$ cat src/rtl/multicycle_control.sv
// Multi-cycle MIPS control unit: steps each instruction through fetch, decode, execute,
// memory and writeback over a shared ALU and memory port, with wait-state timeout and sticky fault.
module multicycle_control #(
   parameter int ALUOP_W     = 4,
   parameter int MEM_TIMEOUT = 15,
   parameter int STATE_W     = 4
) (
   input  logic               clk,
   input  logic               reset,
   input  logic [5:0]         opcode,
   input  logic               mem_ready,
   output logic               PCWrite,
   output logic               PCWriteCond,
   output logic               BranchNE,
   output logic [1:0]         PCSource,
   output logic               IorD,
   output logic               MemRead,
   output logic               MemWrite,
   output logic               IRWrite,
   output logic               MemtoReg,
   output logic               RegDst,
   output logic               RegWrite,
   output logic               ALUSrcA,
   output logic [1:0]         ALUSrcB,
   output logic [ALUOP_W-1:0] ALUOp,
   output logic               fault,
   output logic [STATE_W-1:0] state
);
   localparam int CNT_W = (MEM_TIMEOUT < 1) ? 1 : $clog2(MEM_TIMEOUT + 1);
   localparam logic [CNT_W-1:0] TIMEOUT_LIM = CNT_W'(MEM_TIMEOUT);

   localparam logic [5:0] OP_RTYPE = 6'b000000;
   localparam logic [5:0] OP_J     = 6'b000010;
   localparam logic [5:0] OP_BEQ   = 6'b000100;
   localparam logic [5:0] OP_BNE   = 6'b000101;
   localparam logic [5:0] OP_ADDI  = 6'b001000;
   localparam logic [5:0] OP_ADDIU = 6'b001001;
   localparam logic [5:0] OP_SLTI  = 6'b001010;
   localparam logic [5:0] OP_SLTIU = 6'b001011;
   localparam logic [5:0] OP_ANDI  = 6'b001100;
   localparam logic [5:0] OP_ORI   = 6'b001101;
   localparam logic [5:0] OP_XORI  = 6'b001110;
   localparam logic [5:0] OP_LW    = 6'b100011;
   localparam logic [5:0] OP_SW    = 6'b101011;
   localparam logic [5:0] OP_NOP   = 6'b110110;

   typedef enum logic [3:0] {
      S_FETCH   = 4'd0,
      S_DECODE  = 4'd1,
      S_MEMADDR = 4'd2,
      S_MEMRD   = 4'd3,
      S_MEMWB   = 4'd4,
      S_MEMWR   = 4'd5,
      S_EXEC_R  = 4'd6,
      S_WB_R    = 4'd7,
      S_BRANCH  = 4'd8,
      S_JUMP    = 4'd9,
      S_EXEC_I  = 4'd10,
      S_WB_I    = 4'd11,
      S_FAULT   = 4'd15
   } state_t;

   state_t           state_reg, state_next;
   logic [CNT_W-1:0] wait_reg, wait_next, wait_inc;
   logic             fault_reg;
   logic             mem_state, timeout_hit;
   logic [3:0]       aluop4;

   always_comb begin
      mem_state   = (state_reg == S_FETCH) || (state_reg == S_MEMRD) || (state_reg == S_MEMWR);
      wait_inc    = (&wait_reg) ? wait_reg : wait_reg + CNT_W'(1);
      // a ready in the limit cycle still advances normally
      timeout_hit = (MEM_TIMEOUT != 0) && !mem_ready && (wait_inc >= TIMEOUT_LIM);
      state_next  = state_reg;
      case (state_reg)
         S_FETCH:   if (mem_ready) state_next = S_DECODE;
                    else if (timeout_hit) state_next = S_FAULT;
         S_DECODE: begin
            case (opcode)
               OP_LW, OP_SW:    state_next = S_MEMADDR;
               OP_RTYPE:        state_next = S_EXEC_R;
               OP_BEQ, OP_BNE:  state_next = S_BRANCH;
               OP_J:            state_next = S_JUMP;
               OP_ADDI, OP_ADDIU, OP_ANDI, OP_ORI,
               OP_XORI, OP_SLTI, OP_SLTIU: state_next = S_EXEC_I;
               OP_NOP:          state_next = S_FETCH;
               default:         state_next = S_FAULT;
            endcase
         end
         S_MEMADDR: state_next = (opcode == OP_LW) ? S_MEMRD : S_MEMWR;
         S_MEMRD:   if (mem_ready) state_next = S_MEMWB;
                    else if (timeout_hit) state_next = S_FAULT;
         S_MEMWR:   if (mem_ready) state_next = S_FETCH;
                    else if (timeout_hit) state_next = S_FAULT;
         S_EXEC_R:  state_next = S_WB_R;
         S_EXEC_I:  state_next = S_WB_I;
         S_MEMWB, S_WB_R, S_WB_I, S_BRANCH, S_JUMP: state_next = S_FETCH;
         S_FAULT:   state_next = S_FAULT;
         default:   state_next = S_FAULT;
      endcase
      wait_next = (mem_state && !mem_ready && (state_next == state_reg)) ? wait_inc : '0;
   end

   always_ff @(posedge clk or posedge reset) begin
      if (reset) begin
         state_reg <= S_FETCH;
         wait_reg  <= '0;
         fault_reg <= 1'b0;
      end else begin
         state_reg <= state_next;
         wait_reg  <= wait_next;
         fault_reg <= fault_reg | (state_next == S_FAULT);
      end
   end

   // Outputs decode from the registered state so an async reset drops them at once.
   always_comb begin
      PCWrite     = 1'b0;
      PCWriteCond = 1'b0;
      BranchNE    = 1'b0;
      PCSource    = 2'b00;
      IorD        = 1'b0;
      MemRead     = 1'b0;
      MemWrite    = 1'b0;
      IRWrite     = 1'b0;
      MemtoReg    = 1'b0;
      RegDst      = 1'b0;
      RegWrite    = 1'b0;
      ALUSrcA     = 1'b0;
      ALUSrcB     = 2'b00;
      aluop4      = 4'b0000;
      case (state_reg)
         S_FETCH: begin
            MemRead = 1'b1;
            ALUSrcB = 2'b01;
            IRWrite = mem_ready;
            PCWrite = mem_ready;
         end
         S_DECODE:  ALUSrcB = 2'b11;
         S_MEMADDR: begin ALUSrcA = 1'b1; ALUSrcB = 2'b10; end
         S_MEMRD:   begin MemRead = 1'b1; IorD = 1'b1; end
         S_MEMWB:   begin MemtoReg = 1'b1; RegWrite = 1'b1; end
         S_MEMWR:   begin MemWrite = 1'b1; IorD = 1'b1; end
         S_EXEC_R:  begin ALUSrcA = 1'b1; aluop4 = 4'b0010; end
         S_WB_R:    begin RegDst = 1'b1; RegWrite = 1'b1; end
         S_BRANCH: begin
            ALUSrcA     = 1'b1;
            PCWriteCond = 1'b1;
            PCSource    = 2'b01;
            BranchNE    = (opcode == OP_BNE);
            aluop4      = (opcode == OP_BNE) ? 4'b1011 : 4'b0001;
         end
         S_JUMP:    begin PCWrite = 1'b1; PCSource = 2'b10; aluop4 = 4'b1100; end
         S_EXEC_I: begin
            ALUSrcA = 1'b1;
            ALUSrcB = 2'b10;
            case (opcode)
               OP_ADDI:  aluop4 = 4'b0100;
               OP_ADDIU: aluop4 = 4'b0101;
               OP_ANDI:  aluop4 = 4'b0110;
               OP_ORI:   aluop4 = 4'b0111;
               OP_XORI:  aluop4 = 4'b1000;
               OP_SLTI:  aluop4 = 4'b1001;
               OP_SLTIU: aluop4 = 4'b1010;
               default:  aluop4 = 4'b0000;
            endcase
         end
         S_WB_I:    RegWrite = 1'b1;
         S_FAULT:   aluop4 = 4'b1111;
         default:   aluop4 = 4'b0000;
      endcase
   end

   assign ALUOp = ALUOP_W'(aluop4);
   assign fault = fault_reg;
   assign state = STATE_W'(state_reg);

endmodule

$ cat config.mk
export PLATFORM = sky130hd
export DESIGN_NAME = multicycle_control
export DESIGN_NICKNAME = d
export VERILOG_FILES = /design/src/rtl/multicycle_control.sv
export SDC_FILE = /design/constraint.sdc
export NUM_CORES = 1
export LEC_CHECK = 0
export ABC_AREA = 1
export ABC_CLOCK_PERIOD_IN_PS = 3500
export CELL_PAD_IN_SITES_DETAIL_PLACEMENT = 1
export CELL_PAD_IN_SITES_GLOBAL_PLACEMENT = 2
export CORE_AREA = 2 2 66 68
export CTS_BUF_LIST = sky130_fd_sc_hd__clkbuf_4
export DETAILED_ROUTE_END_ITERATION = 6
export DIE_AREA = 0 0 68 70
export GPL_ROUTABILITY_DRIVEN = 0
export PLACE_DENSITY_LB_ADDON = 0.25
export SYNTH_ARGS = -nofsm -noshare
export SYNTH_HDL_FRONTEND = slang
export SYNTH_SLANG_ARGS = --single-unit
$ cat constraint.sdc
create_clock -name clk -period 3.5 [get_ports clk]
set_clock_uncertainty 0.2 [all_clocks]
set_input_delay 0.7 -clock clk [delete_from_list [all_inputs] [get_ports clk]]
set_output_delay 0.7 -clock clk [all_outputs]
set_load 0.05 [all_outputs]
==> flow_summary_export.csv, run 1 <==
group,metric,value,unit
outcome,run_status,"finished, final reports clean",
clocking,clockRootBuffer,"clkbuf_4",
synthesis,synth_top_area_cell,"dfrtp_1",
synthesis,synthArstFlopShare,100,%
synthesis,syn_area_per_cell,5.76,um2
critical_path,cp_max_fo,7,
synthesis,yosys-top-cells-area,"dfrtp_1 (23%), nor2_1 (15%), nand2_1 (14%)",
critical_path,worstSetupStartpointType,"primary input",
detailed_routing,wl_met3,111,um
final_layout,drive_gt1_share,18.4,%
critical_path,cp-end-kind,"primary output",
clocking,cts_tree,"built",
detailed_routing,drt_iter0_markers,43,
final_layout,antennaDiodeCount,0,
detailed_routing,route.detailed.drc,0,
synthesis,synth_cells,170,
synthesis,synth_top_family_by_area,"simple AND/OR/NAND/NOR gates",
sta,finalMaxSlewViolations,0,
sta,whs,0.271,ns
synthesis,yosysTopAreaCellShare,23.0,%
clocking,cts_setup_buffers,0,
sta,finalSetupViolCount,0,
floorplanning,core,4140,um2
clocking,cts.sinks,9,
synthesis,synth.net_count,180,
global_route,grt_max_degree,10,
clocking,numCtsBuffers,3,
sta,tns,0,ns
detailed_routing,top_layer_used,"met3",
global_route,grt_pass1_vias,1198,
synthesis,synth-seq-area-share,23.0,%
synthesis,synth_edf_count,0,
global_route,grt_usage,14.4,%
final_layout,layoutNonFillerInstCount,258,
floorplanning,io_pins,33,
critical_path,crit_required,2.60,ns
synthesis,synth_xor_area_share,0,%
synthesis,synth_warnings,0,
floorplanning,die_area,4760,um2
synthesis,synth_compound_area_share,14.5,%
detailed_routing,wire_per_inst,12.4,um
pwr,total_power,1.42,mW
synthesis,yosys_register_bits,9,
sta,worst_pin_slew,0.516,ns
floorplanning,die_y,70,um
global_route,overflow,0,
sta,hold_violations,0,
synthesis,syn_area,978,um2
synthesis,synth_common_cells,"nor2_1 (38), nand2_1 (37), inv_1 (24)",
sta,max_clock_freq,318,MHz
clocking,clkTransAtPathRegs,0.06,ns
pwr,cellPowerDensity,969,nW/um2
clocking,cts_resized,0,
synthesis,synth_flop_cell,"dfrtp_1",
global_route,grt_pass1_wl,5.42,mm
final_layout,utilization,35.3,%
floorplanning,start_util,23.6,%
pwr,ir_drop,0.338,mV
min_path,hold_path.class,"flop to flop",
synthesis,yosysMostFrequentCell,"nor2_1",
final_layout,syn2layout_area_growth,49.5,%
detailed_routing,via_per_inst,4.64,
sta,rsz0062_at_grt,"false",
detailed_routing,dr.pass1.iters,4,
run,maxCapViolCount,0,
clocking,clock_latency,0.26,ns
floorplanning,rows,24,
detailed_routing,met2_length,1.64,mm
place,portBuffers,32,
clocking,clockBufferDepth,2,
detailed_routing,num_vias,1196,
detailed_routing,ant_nets,0,
synthesis,synth.distinct_cells,25,
synthesis,yosys.area_share.simple,49.7,%
critical_path,critical_path_arrival,2.24,ns
clocking,postCtsHoldBufs,0,
place,dp_cells,254,
critical_path,critPathKind,"primary input to primary output",
synthesis,muxShareOfSynthArea,0,%
detailed_routing,wirelength,3.19,mm
sta,fin_crit,3.14,ns
pwr,p_leak,0.694,nW
floorplanning,die_w,68,um
synthesis,synthAdderAreaFrac,1.28,%
final_layout,finalNetCount,217,
sta,timing.final.crit_share,89.8,%
place,dp_hpwl,2.78,mm
clocking,htreeDepth,1,
detailed_routing,drt-met1-wl,1.43,mm
sta,relSlewSlack,65.5,%
global_route,antenna_found_initial,0,
metrics by stage:
stage	instance area, um2	worst slack, ns
2_1_floorplan	1000	0.0135
3_3_place_gp	1430	0.403
3_5_place_dp	1430	0.362
4_1_cts	1460	0.359
5_1_grt	1460	0.276
6_report	1460	0.357
power breakdown:
part | switching (mW) | internal [mW]
combinational | 0.773 | 0.368
clock | 0.0357 | 0.0516
sequential | 0.0535 | 0.135
worst max-delay path, stage by stage:
cell and delay (ns):
clkdlybuf4s50_1 0.61, nand2_1 0.17, nor4_4 0.38, inv_1 0.10
o311ai_2 0.10, buf_12 0.18
cell families after synthesis:
kind of cell / after synthesis
simple gates: 106
fa+ha+maj: 1
buf+inv: 30
flops: 9
compound gates: 24
routing by layer:
metal,vias up,track usage [%]
li1,614,-
met1,562,19.2
met2,20,24.6
met3,0,1.61
met4,0,2.67
met5,-,0
layout make-up:
type,instances,area (um2)
Fill cell,551,2680
Multi-Input combinational cell,131,664
Timing Repair Buffer,32,365
Sequential cell,9,225
Inverter,30,113
Tap cell,52,65.1
Clock buffer,4,30.0
layout by cell type, fill, tap and decap left out, types with 4 or more instances in the layout:
cell type and count:
nor2_1 37, nand2_1 37, clkdlybuf4s50_1 25, inv_1 24, a21oi_1 9, dfrtp_1 9
nor2_2 7, nand2_2 7, o21ai_0 7, nand3_1 6, inv_2 5, buf_12 5
clkbuf_4 4
worst paths after layout:
path                       cells past startpoint  slack, ns        start     endpoint
min in group asynchronous                      2       0.51        reset  wait_reg[3]
hold / removal                                 1       0.27        fault        fault
hold reg to reg                                1       0.27        fault        fault
setup / recovery                               6       0.36    opcode[2]     ALUOp[3]
setup reg to reg                              14       1.31  wait_reg[0]  wait_reg[2]
max in group asynchronous                      2       2.33        reset     state[0]
Note: power is estimated with default switching activity, not from simulation.
==> run 2: changes to the inputs <==
--- a/config.mk
+++ b/config.mk
@@ -11,6 +11,7 @@
 export CELL_PAD_IN_SITES_GLOBAL_PLACEMENT = 2
 export CORE_AREA = 2 2 66 68
 export CTS_BUF_LIST = sky130_fd_sc_hd__clkbuf_4
+export CTS_CLUSTER_SIZE = 14
 export DETAILED_ROUTE_END_ITERATION = 6
 export DIE_AREA = 0 0 68 70
 export GPL_ROUTABILITY_DRIVEN = 0
==> results of run 2 <==
Final layout, timing and power as in run 1 (identical DEF).
